**src/rtl/mux_sel_arbiter.sv**
```systemverilog
// mux_sel_arbiter: round-robin owner arbiter for a shared mux; define ARB_TIMEOUT_EN to force release after MAX_HOLD grant cycles
module mux_sel_arbiter #(
    parameter int N_REQ    = 4,
    parameter int SEL_W    = 2,
    parameter int MAX_HOLD = 16
) (
    input  logic             clk,
    input  logic             rst_n,
    input  logic [N_REQ-1:0] req,
    input  logic [N_REQ-1:0] done,
    output logic [N_REQ-1:0] grant,
    output logic [SEL_W-1:0] sel,
    output logic             busy,
    output logic             timeout_evt
);
    localparam logic IDLE  = 1'b0;
    localparam logic GRANT = 1'b1;

    if (N_REQ != (1 << SEL_W) || N_REQ < 2 || N_REQ > 8 || MAX_HOLD < 2 || MAX_HOLD > 255) begin : g_bad_cfg
        $error("mux_sel_arbiter: illegal parameter combination");
    end

    logic             state;
    logic [SEL_W-1:0] last_owner;
    logic [SEL_W-1:0] win;
    logic             rel;
    logic             expire;

    // descending scan so the closest requester after last_owner is assigned last and wins
    always_comb begin
        win = last_owner;
        for (int i = N_REQ; i >= 1; i--)
            if (req[last_owner + SEL_W'(i)]) win = last_owner + SEL_W'(i);
    end

    assign rel = done[sel] | ~req[sel];

    always_ff @(posedge clk or negedge rst_n)
        if (!rst_n) begin
            state      <= IDLE;
            grant      <= '0;
            sel        <= '0;
            busy       <= 1'b0;
            last_owner <= SEL_W'(N_REQ - 1);
        end else if (state == IDLE) begin
            if (|req) begin
                state      <= GRANT;
                grant      <= N_REQ'(1) << win;
                sel        <= win;
                busy       <= 1'b1;
                last_owner <= win;
            end
        end else if (rel || expire) begin
            state <= IDLE;
            grant <= '0;
            busy  <= 1'b0;
        end

`ifdef ARB_TIMEOUT_EN
    logic [7:0] hold;
    assign expire = hold == 8'(MAX_HOLD - 1);
    always_ff @(posedge clk or negedge rst_n)
        if (!rst_n) begin
            hold        <= '0;
            timeout_evt <= 1'b0;
        end else begin
            hold        <= (state == GRANT) ? hold + 8'd1 : 8'd0;
            timeout_evt <= state == GRANT && expire && !rel;
        end
`else
    assign expire      = 1'b0;
    assign timeout_evt = 1'b0;
`endif
endmodule
```
**config.mk**
```make
export PLATFORM = sky130hd
export DESIGN_NAME = mux_sel_arbiter
export DESIGN_NICKNAME = d
export VERILOG_FILES = /design/src/rtl/mux_sel_arbiter.sv
export SDC_FILE = /design/constraint.sdc
export NUM_CORES = 1
export LEC_CHECK = 0
export BUFFER_PORTS_ARGS = -buffer_cell sky130_fd_sc_hd__buf_2
export CORE_AREA = 2 2 39 41
export DETAILED_ROUTE_END_ITERATION = 7
export DIE_AREA = 0 0 41 43
export PLACE_DENSITY = 0.67
export SYNTH_ARGS = -nofsm -noshare
export SYNTH_HDL_FRONTEND = slang
export SYNTH_SLANG_ARGS = --single-unit
```
**constraint.sdc**
```tcl
create_clock -name clk -period 1.8 [get_ports clk]
set_input_delay 0.36 -clock clk [delete_from_list [all_inputs] [get_ports clk]]
set_output_delay 0.36 -clock clk [all_outputs]
set_load 0.01 [all_outputs]
```
* Word-level counts from Yosys, hierarchy flattened
Index checks and enable logic that the tools add are counted.
** Word-level totals
- Bits in registers :: 10
- Bits of input ports :: 10
** Operators by class
- Add/subtract/negate cells :: 3
- Magnitude comparators :: 4
- Equality and inequality tests :: 1
- Shift-type cells :: 1
- Muxes and demuxes :: 22
- Bitwise operators :: 3
- Reductions and logical operators :: 4
** Operator list (count)
- $lt A2 B3 Y1 const B :: 4
- $mux W4 :: 3
- $mux W1 :: 11
- $bmux W1 S2 :: 5
- $mux W2 :: 3
- $add A2 B2 Y2 const B :: 2
- $reduce_and A2 Y1 :: 2
- $reduce_or A4 Y1 :: 1
- $shl A1 B2 Y4 const A :: 1
- $add A2 B1 Y2 const B :: 1
- $ne A2 B1 Y1 const B :: 1
- $not A1 Y1 :: 2
- $reduce_bool A2 Y1 :: 1
- $or A1 B1 Y1 :: 1

* Depth between registers and ports, before layout
Gate-level depths: netlist (run 1).
- Depth in word-level cells :: 9
- Mapped depth :: 5
- Depth with buffers taken out :: 4

* Worst setup path after synthesis (run 1)
No wires, ideal clock.
- Path type :: register to register
- Start point :: register sel[0]
- End point :: register grant[2]
- Arrival time :: 1.335 ns
- Required time :: 1.682 ns
- Slack :: 0.347 ns
- Cell stages (with the launch flop) :: 5
- Buffers on the path :: 0
- Clock period less this slack :: 1.453 ns
- Cells stage by stage :: dfrtp_1 and4b_1 nor4_4 a21oi_2 a2bb2o_4
** On the way
- Word-level cells in the longest chain between the ends :: 6
** Ends and longest elaborated chain
- start: declaration :: line 12 : output logic [SEL_W-1:0] sel,
- start signal: assignment :: line 49 : sel <= win;
- $bmux W1 S2 :: line 36 : assign rel = done[sel] | ~req[sel];
- $mux W1 (implied by the code) :: line 36
- $not A1 Y1 :: line 36
- $or A1 B1 Y1 * :: line 36
- $ne A2 B1 Y1 (no line) *
- $reduce_and A2 Y1 (no line) *
- end signal: assignment :: line 48 : grant <= N_REQ'(1) << win;
- end: declaration :: line 11 : output logic [N_REQ-1:0] grant,
Every way passes the cells marked *; elsewhere a longest branch is shown, timed or not. The select of a mux whose other input is x is not followed.
A chain may end at the register's enable or synchronous reset.

* Worst setup path in the final report (run 1)
Ends and elaborated chain as after synthesis.

==> results of run 1 <==
[state kept, by name, indices dropped and copies added (netlist names)]
signal      count
sel             2
state           1
grant           4
busy            1
last_owner      2
[logic make-up (layout without fill, tap and decap cells)]
| family | after synthesis | after routing | share of synthesized area |
|---|---|---|---|
| and+or+nand+nor | 19 | 19 | 0.278 |
| AOI/OAI and AO/OA | 12 | 12 | 0.192 |
| DFF | 10 | 10 | 0.457 |
| buffers and inverters | 3 | 22 | 0.0294 |
| muxes | 2 | 2 | 0.0362 |
| other | 1 | 1 | 0.00678 |
[path summary, 6_finish.rpt]
check	slack (ns)	startpoint	endpoint
setup reg to reg	0.25	sel[0]	grant[2]
hold / removal	0.44	req[1]	state
max in group asynchronous	1.06	rst_n	last_owner[1]
hold reg to reg	0.50	grant[0]	grant[0]
setup / recovery	0.25	sel[0]	grant[2]
min in group asynchronous	0.48	rst_n	busy
[layout make-up]
type / instances / share of cell area
inverter: 1 / 0.00555
timing repair buffer: 17 / 0.133
sequential: 10 / 0.373
multi-input combinational: 34 / 0.420
tap: 16 / 0.0296
clock buffer: 4 / 0.0388
[timing repair]
item / 4_1_cts / 5_1_grt
buffers inserted: 0 / 0
hold endpoints to repair: 8 / 0
hold buffers: 1 / 0
resized for setup: 0 / 0
[worst max-delay path, stage by stage, from the launching register on]
cell	delay, ns
sky130_fd_sc_hd__dfrtp_1	0.44
sky130_fd_sc_hd__and4b_1	0.26
sky130_fd_sc_hd__nor4_4	0.36
sky130_fd_sc_hd__a21oi_2	0.14
sky130_fd_sc_hd__a2bb2o_4	0.23
[cells in the final DEF, fill, tap and decap left out, drive strengths merged, types with 2 or more instances in the layout]
master and n:
o21a 4, nand2 3, dfstp 2, buf 16, a32o 2, dfrtp 8, nand3 2, nor2 3
nor4 2, a21oi 2, clkbuf 4, mux2i 2, nand2b 2
[routing by layer]
layer  wire, um  vias up  share of wire  track usage
met5          0        -              0            0
met4          8        0         0.0075        0.100
met3         83        2          0.078       0.0314
met2        477       22           0.45        0.206
met1        496      199           0.47        0.227
li1           -      216              -            -
[per-stage QoR]
stage                     instances  area (um2)  setup WS [ns]  hold WS (ns)  total power [mW]
after floorplan                  47         553          0.347        0.0644             0.833
after global placement           77         641          0.250         0.225             0.985
after detailed placement         77         641          0.232         0.227             0.987
after CTS                        82         677          0.252         0.437              1.15
after global routing             82         677          0.157         0.481              1.24
final                            82         677          0.255         0.439              1.14
[cell usage after synthesis]
| cell type | number | area (um2) |
|---|---|---|
| sky130_fd_sc_hd__a21oi_2 | 1 | 8.76 |
| sky130_fd_sc_hd__buf_2 | 1 | 5.00 |
| sky130_fd_sc_hd__nor4b_2 | 1 | 15.0 |
| sky130_fd_sc_hd__nor4_2 | 1 | 12.5 |
| sky130_fd_sc_hd__mux2i_1 | 2 | 20.0 |
| sky130_fd_sc_hd__buf_4 | 1 | 7.51 |
| sky130_fd_sc_hd__conb_1 | 1 | 3.75 |
| sky130_fd_sc_hd__nand3_1 | 2 | 10.0 |
| sky130_fd_sc_hd__dfrtp_1 | 8 | 200 |
| sky130_fd_sc_hd__and4b_1 | 1 | 10.0 |
| sky130_fd_sc_hd__dfstp_2 | 2 | 52.6 |
| sky130_fd_sc_hd__inv_1 | 1 | 3.75 |
| sky130_fd_sc_hd__a21o_1 | 1 | 7.51 |
| sky130_fd_sc_hd__a21oi_1 | 1 | 5.00 |
| sky130_fd_sc_hd__a2bb2o_4 | 1 | 20.0 |
| sky130_fd_sc_hd__nand2_1 | 3 | 11.3 |
| sky130_fd_sc_hd__a31oi_1 | 1 | 6.26 |
| sky130_fd_sc_hd__o21a_1 | 4 | 30.0 |
| sky130_fd_sc_hd__nand2b_1 | 2 | 12.5 |
| sky130_fd_sc_hd__nand3b_1 | 1 | 7.51 |
| sky130_fd_sc_hd__nor4bb_2 | 1 | 16.3 |
| sky130_fd_sc_hd__a32o_1 | 2 | 20.0 |
| sky130_fd_sc_hd__nor2_1 | 2 | 7.51 |
| sky130_fd_sc_hd__nor2_2 | 1 | 6.26 |
| sky130_fd_sc_hd__and4bb_2 | 1 | 12.5 |
| sky130_fd_sc_hd__o2bb2ai_1 | 1 | 8.76 |
| sky130_fd_sc_hd__nand4_1 | 1 | 6.26 |
| sky130_fd_sc_hd__nor3_1 | 1 | 5.00 |
| sky130_fd_sc_hd__nor4_4 | 1 | 21.3 |
[report_power, final]
part / internal (mW) / switching, mW / total, mW
clock: 0.0853 / 0.0682 / 0.153
sequential: 0.351 / 0.116 / 0.468
combinational: 0.263 / 0.255 / 0.518
==> metrics.yaml, run 1 <==
status:
  run_status: "complete, no violations"
final_layout:
  antenna_cells: 0
  final_layout_size_suffix_gt1_frac: 0.439
  final_net_count: 77
  seq_area_um2: 253
  fin_util: 0.489
  area_taken_by_multi_input_logic_gates_um2: 284
  area_growth_pct: 22.4
  total_of_fill_cells_in_the_finished_design: 136
setup_path:
  ff2ff_path_depth: 4
  setup.worst_path.start_class: "flop"
  worst-endpoint-arrival_ns: 1.69
  timing.critical_path.to_type: "flop"
  critical_setup_path_kind: "reg2reg"
  timing.critical_path.required_ns: 1.95
  critPathMaxFanout: 6
logic_synthesis:
  synth_cells: 47
  synth-seq-area-share: 0.457
  synth.cell_area_um2: 553
  net_count_of_the_mapped_netlist: 57
  synthesis.yosys.warnings: 0
  syn_avg_cell_area_um2: 11.8
  post_synth_num_cell_types: 29
  synth_seq_cells: 10
placed_design:
  routabilityCongestion: 0.729
  dpl.hpwl_um: 820
  portBuffers: 16
run:
  maxCapViolCount: 0
clock_network:
  cts.sinks: 10
  number_of_cts_inserted_buffers: 3
  clkTransAtPathRegs_ns: 0.06
  clockBufferDepth: 2
  clock-root-buffer: "sky130_fd_sc_hd__clkbuf_4"
  clkLatencyLatePin_ns: 0.26
  cts_htree_levels: 1
  cts_tree: "yes"
pwr:
  power.density_cell_area_nw_per_um2: 1680
  vdd_drop_max_v: 0.000743
  cell_leakage_power_nw: 0.310
grt:
  pin_count_of_the_biggest_net_entering_global_routing: 11
  overflow: 0
  initial_antenna_violation_count: 0
  first_global_vias: 448
  track_usage: 0.157
  grt_pass1_wl_mm: 1.81
drt:
  avgViaCountPerCell: 5.35
  detail_route.drc_violations: 0
  residual_antenna_violating_net_count_after_detailed_routing: 0
  routed_len_inst_um: 13.0
  initialDrtViolationCount: 7
  detailroute.via_count: 439
  drt_wl_total_mm: 1.07
  detail_route.first_pass.iterations: 4
floorplan:
  core_um2: 1380
  initial_utilization: 0.400
  die_height_um: 43
  ioPinCount: 18
  design.die.area_um2: 1760
  die_width_um: 41
  placementRows: 14
timing:
  timing_max_transition_violations_final: 0
  fin_setup_tns_ns: 0
  min_period_ns: 1.55
  final.period_utilization: 0.858
  setup-violations-final: 0
  fmax_mhz: 647
  timing_hold_violations_final: 0
  finClkSkew_ns: 0.00712
  grt_setup_unrepaired: "no"
worst_hold_path:
  hold-path-cell-count: 3
  hold_path.class: "in2reg"
No activity file was read; power rests on OpenSTA's default activity.
==> run 2, diff against run 1 <==
--- a/config.mk
+++ b/config.mk
@@ -6,10 +6,14 @@
 export NUM_CORES = 1
 export LEC_CHECK = 0
 export BUFFER_PORTS_ARGS = -buffer_cell sky130_fd_sc_hd__buf_2
-export CORE_AREA = 2 2 39 41
+export CELL_PAD_IN_SITES_DETAIL_PLACEMENT = 1
+export CELL_PAD_IN_SITES_GLOBAL_PLACEMENT = 2
+export CORE_AREA = 2 2 46 48
+export CTS_BUF_LIST = sky130_fd_sc_hd__clkbuf_8
 export DETAILED_ROUTE_END_ITERATION = 7
-export DIE_AREA = 0 0 41 43
-export PLACE_DENSITY = 0.67
+export DIE_AREA = 0 0 48 50
+export HOLD_SLACK_MARGIN = 0.02
+export PLACE_DENSITY_LB_ADDON = 0.1
 export SYNTH_ARGS = -nofsm -noshare
 export SYNTH_HDL_FRONTEND = slang
 export SYNTH_SLANG_ARGS = --single-unit
==> metrics.yaml, run 2 (synthesis results as in run 1) <==
setup_path:
  reg2reg_to: "grant[2]"  # unchanged
  ff2ff_path_depth: 4  # unchanged
  setup.worst_path.start_class: "flop"  # unchanged
  timing.critical_path.required_ns: 1.92  # was 1.95 ns
  critical_setup_path_kind: "reg2reg"  # unchanged
  critical_path.reg2reg.startpoint: "sel[0]"  # unchanged
  timing.critical_path.to_type: "flop"  # unchanged
  critPathMaxFanout: 6  # unchanged
  worst-endpoint-arrival_ns: 1.64  # was 1.69 ns
  rrSetupSlack_ns: 0.29  # was 0.25 ns
final_layout:
  total_of_fill_cells_in_the_finished_design: 223  # was 136
  area_taken_by_multi_input_logic_gates_um2: 284  # unchanged
  area_growth_pct: 32.8  # was 22.4%
  final_layout_size_suffix_gt1_frac: 0.471  # was 0.439
  layout.cells.most_common: "sky130_fd_sc_hd__buf_2"  # unchanged
  commonest_non_fill_non_tap_cells_in_the_layout: "16 x sky130_fd_sc_hd__buf_2, 8 x sky130_fd_sc_hd__dfrtp_1, 4 x sky130_fd_sc_hd__o21a_1, 4 x sky130_fd_sc_hd__clkbuf_8, 3 x sky130_fd_sc_hd__nand2_1"  # was 16 x sky130_fd_sc_hd__buf_2, 8 x sky130_fd_sc_hd__dfrtp_1, 4 x sky130_fd_sc_hd__o21a_1
  antenna_cells: 0  # unchanged
  seq_area_um2: 253  # unchanged
  fin_util: 0.386  # was 0.489
  largest_reg_flops: 4  # unchanged
  final_net_count: 79  # was 77
  top_register: "grant"  # unchanged
  biggestRegsByFlops: "grant (4), last_owner (2), sel (2)"  # unchanged
grt:
  track_usage: 0.138  # was 0.157
  overflow: 0  # unchanged
  grt_pass1_wl_mm: 2.32  # was 1.81 mm
  initial_antenna_violation_count: 0  # unchanged
  first_global_vias: 488  # was 448
  pin_count_of_the_biggest_net_entering_global_routing: 11  # unchanged
pwr:
  power.density_cell_area_nw_per_um2: 1780  # was 1680 nW/um2
  vdd_drop_max_v: 0.000855  # was 0.000743 V
  cell_leakage_power_nw: 0.333  # was 0.310 nW
drt:
  detail_route.drc_violations: 0  # unchanged
  initialDrtViolationCount: 5  # was 7
  routed_len_inst_um: 13.6  # was 13.0 um
  residual_antenna_violating_net_count_after_detailed_routing: 0  # unchanged
  detail_route.first_pass.iterations: 3  # was 4
  detailroute.via_count: 441  # was 439
  avgViaCountPerCell: 4.64  # was 5.35
  drt_wl_total_mm: 1.29  # was 1.07 mm
timing:
  final_critical_path_setup_slack_ns: 0.285  # was 0.255 ns
  finClkSkew_ns: 0.00270  # was 0.00712 ns
  timing.hold.ws_ns: 0.490  # was 0.439 ns
  timing_hold_violations_final: 0  # unchanged
  fin_setup_tns_ns: 0  # unchanged
  grt_setup_unrepaired: "no"  # unchanged
  timing_max_transition_violations_final: 0  # unchanged
  setup-violations-final: 0  # unchanged
  final.period_utilization: 0.842  # was 0.858
  fmax_mhz: 660  # was 647 MHz
  min_period_ns: 1.51  # was 1.55 ns
clock_network:
  clkLatencyLatePin_ns: 0.23  # was 0.26 ns
  cts_htree_levels: 1  # unchanged
  clockBufferDepth: 2  # unchanged
  clock-root-buffer: "sky130_fd_sc_hd__clkbuf_8"  # was sky130_fd_sc_hd__clkbuf_4
  cts.sinks: 10  # unchanged
  cts_tree: "yes"  # unchanged
  cts_resized: 0  # unchanged
  number_of_cts_inserted_buffers: 3  # unchanged
  clkTransAtPathRegs_ns: 0.05  # was 0.06 ns
placed_design:
  portBuffers: 16  # unchanged
  routabilityCongestion: 0.655  # was 0.729
  detailedPlace.worstSlack_ns: 0.243  # was 0.232 ns
floorplan:
  initial_utilization: 0.291  # was 0.400
  design.die.area_um2: 2400  # was 1760 um2
  die_height_um: 50  # was 43 um
  ioPinCount: 18  # unchanged
  placementRows: 16  # was 14
  core_um2: 1900  # was 1380 um2
  die_width_um: 48  # was 41 um
status:
  run_status: "complete, no violations"  # unchanged
worst_hold_path:
  hold_path.class: "reg2reg"  # was in2reg
  timing.hold.worst.start: "grant[0]"  # was req[1]
  whs_endpoint: "grant[0]"  # was state
  hold-path-cell-count: 1  # was 3
run:
  maxCapViolCount: 0  # unchanged
run 2: cell types whose count changed in the layout (fill, tap and decap cells not counted), sizes merged:
cell  delta
buf      +2
run 2: where the power goes:
part / internal [mW] / switching [mW] / total, mW
combinational: 0.291 / 0.273 / 0.564
sequential: 0.352 / 0.119 / 0.471
clock: 0.192 / 0.0817 / 0.273
run 2: how the worst max path moves through the flow:
stage | startpoint | cells after the start | end | slack, ns
2_1_floorplan | sel[0] | 4 | grant[2] | 0.35
3_3_place_gp | req[1] | 5 | grant[2] | 0.25
3_5_place_dp | req[1] | 5 | grant[2] | 0.24
4_1_cts | sel[0] | 4 | grant[1] | 0.27
5_1_grt | sel[1] | 4 | grant[1] | 0.16
6_report | sel[0] | 4 | grant[2] | 0.29
run 2: per-layer routing:
| layer | vias up | track usage | routed length [um] |
|---|---|---|---|
| li1 | 218 | - | - |
| met1 | 212 | 0.195 | 639 |
| met2 | 11 | 0.191 | 587 |
| met3 | 0 | 0.0659 | 61 |
| met4 | 0 | 0.0270 | 0 |
| met5 | - | 0 | 0 |
run 2: cell type report:
cell class	instances	area share
flip-flops and latches	10	0.344
multi-input cells	34	0.387
inverters	1	0.00511
well taps	27	0.0460
repair buffers	19	0.143
clock buffers	4	0.0750
run 2: what timing repair did:
action | CTS | global route
buffers inserted | 0 | 0
endpoints found under the hold margin | 8 | 0
hold buffers | 1 | 0
run 2: through the flow:
step | area, um2 | cells | total power, mW
floorplan | 553 | 47 | 0.833
global placement | 669 | 90 | 1.04
detailed placement | 669 | 90 | 1.05
CTS | 734 | 95 | 1.33
global route | 734 | 95 | 1.42
finish | 734 | 95 | 1.31
run 2: critical path, stage by stage, from the launching register on:
cell and delay (ns):
sky130_fd_sc_hd__dfrtp_1 0.43, sky130_fd_sc_hd__and4b_1 0.26, sky130_fd_sc_hd__nor4_4 0.34, sky130_fd_sc_hd__a21oi_2 0.15, sky130_fd_sc_hd__a2bb2o_4 0.23
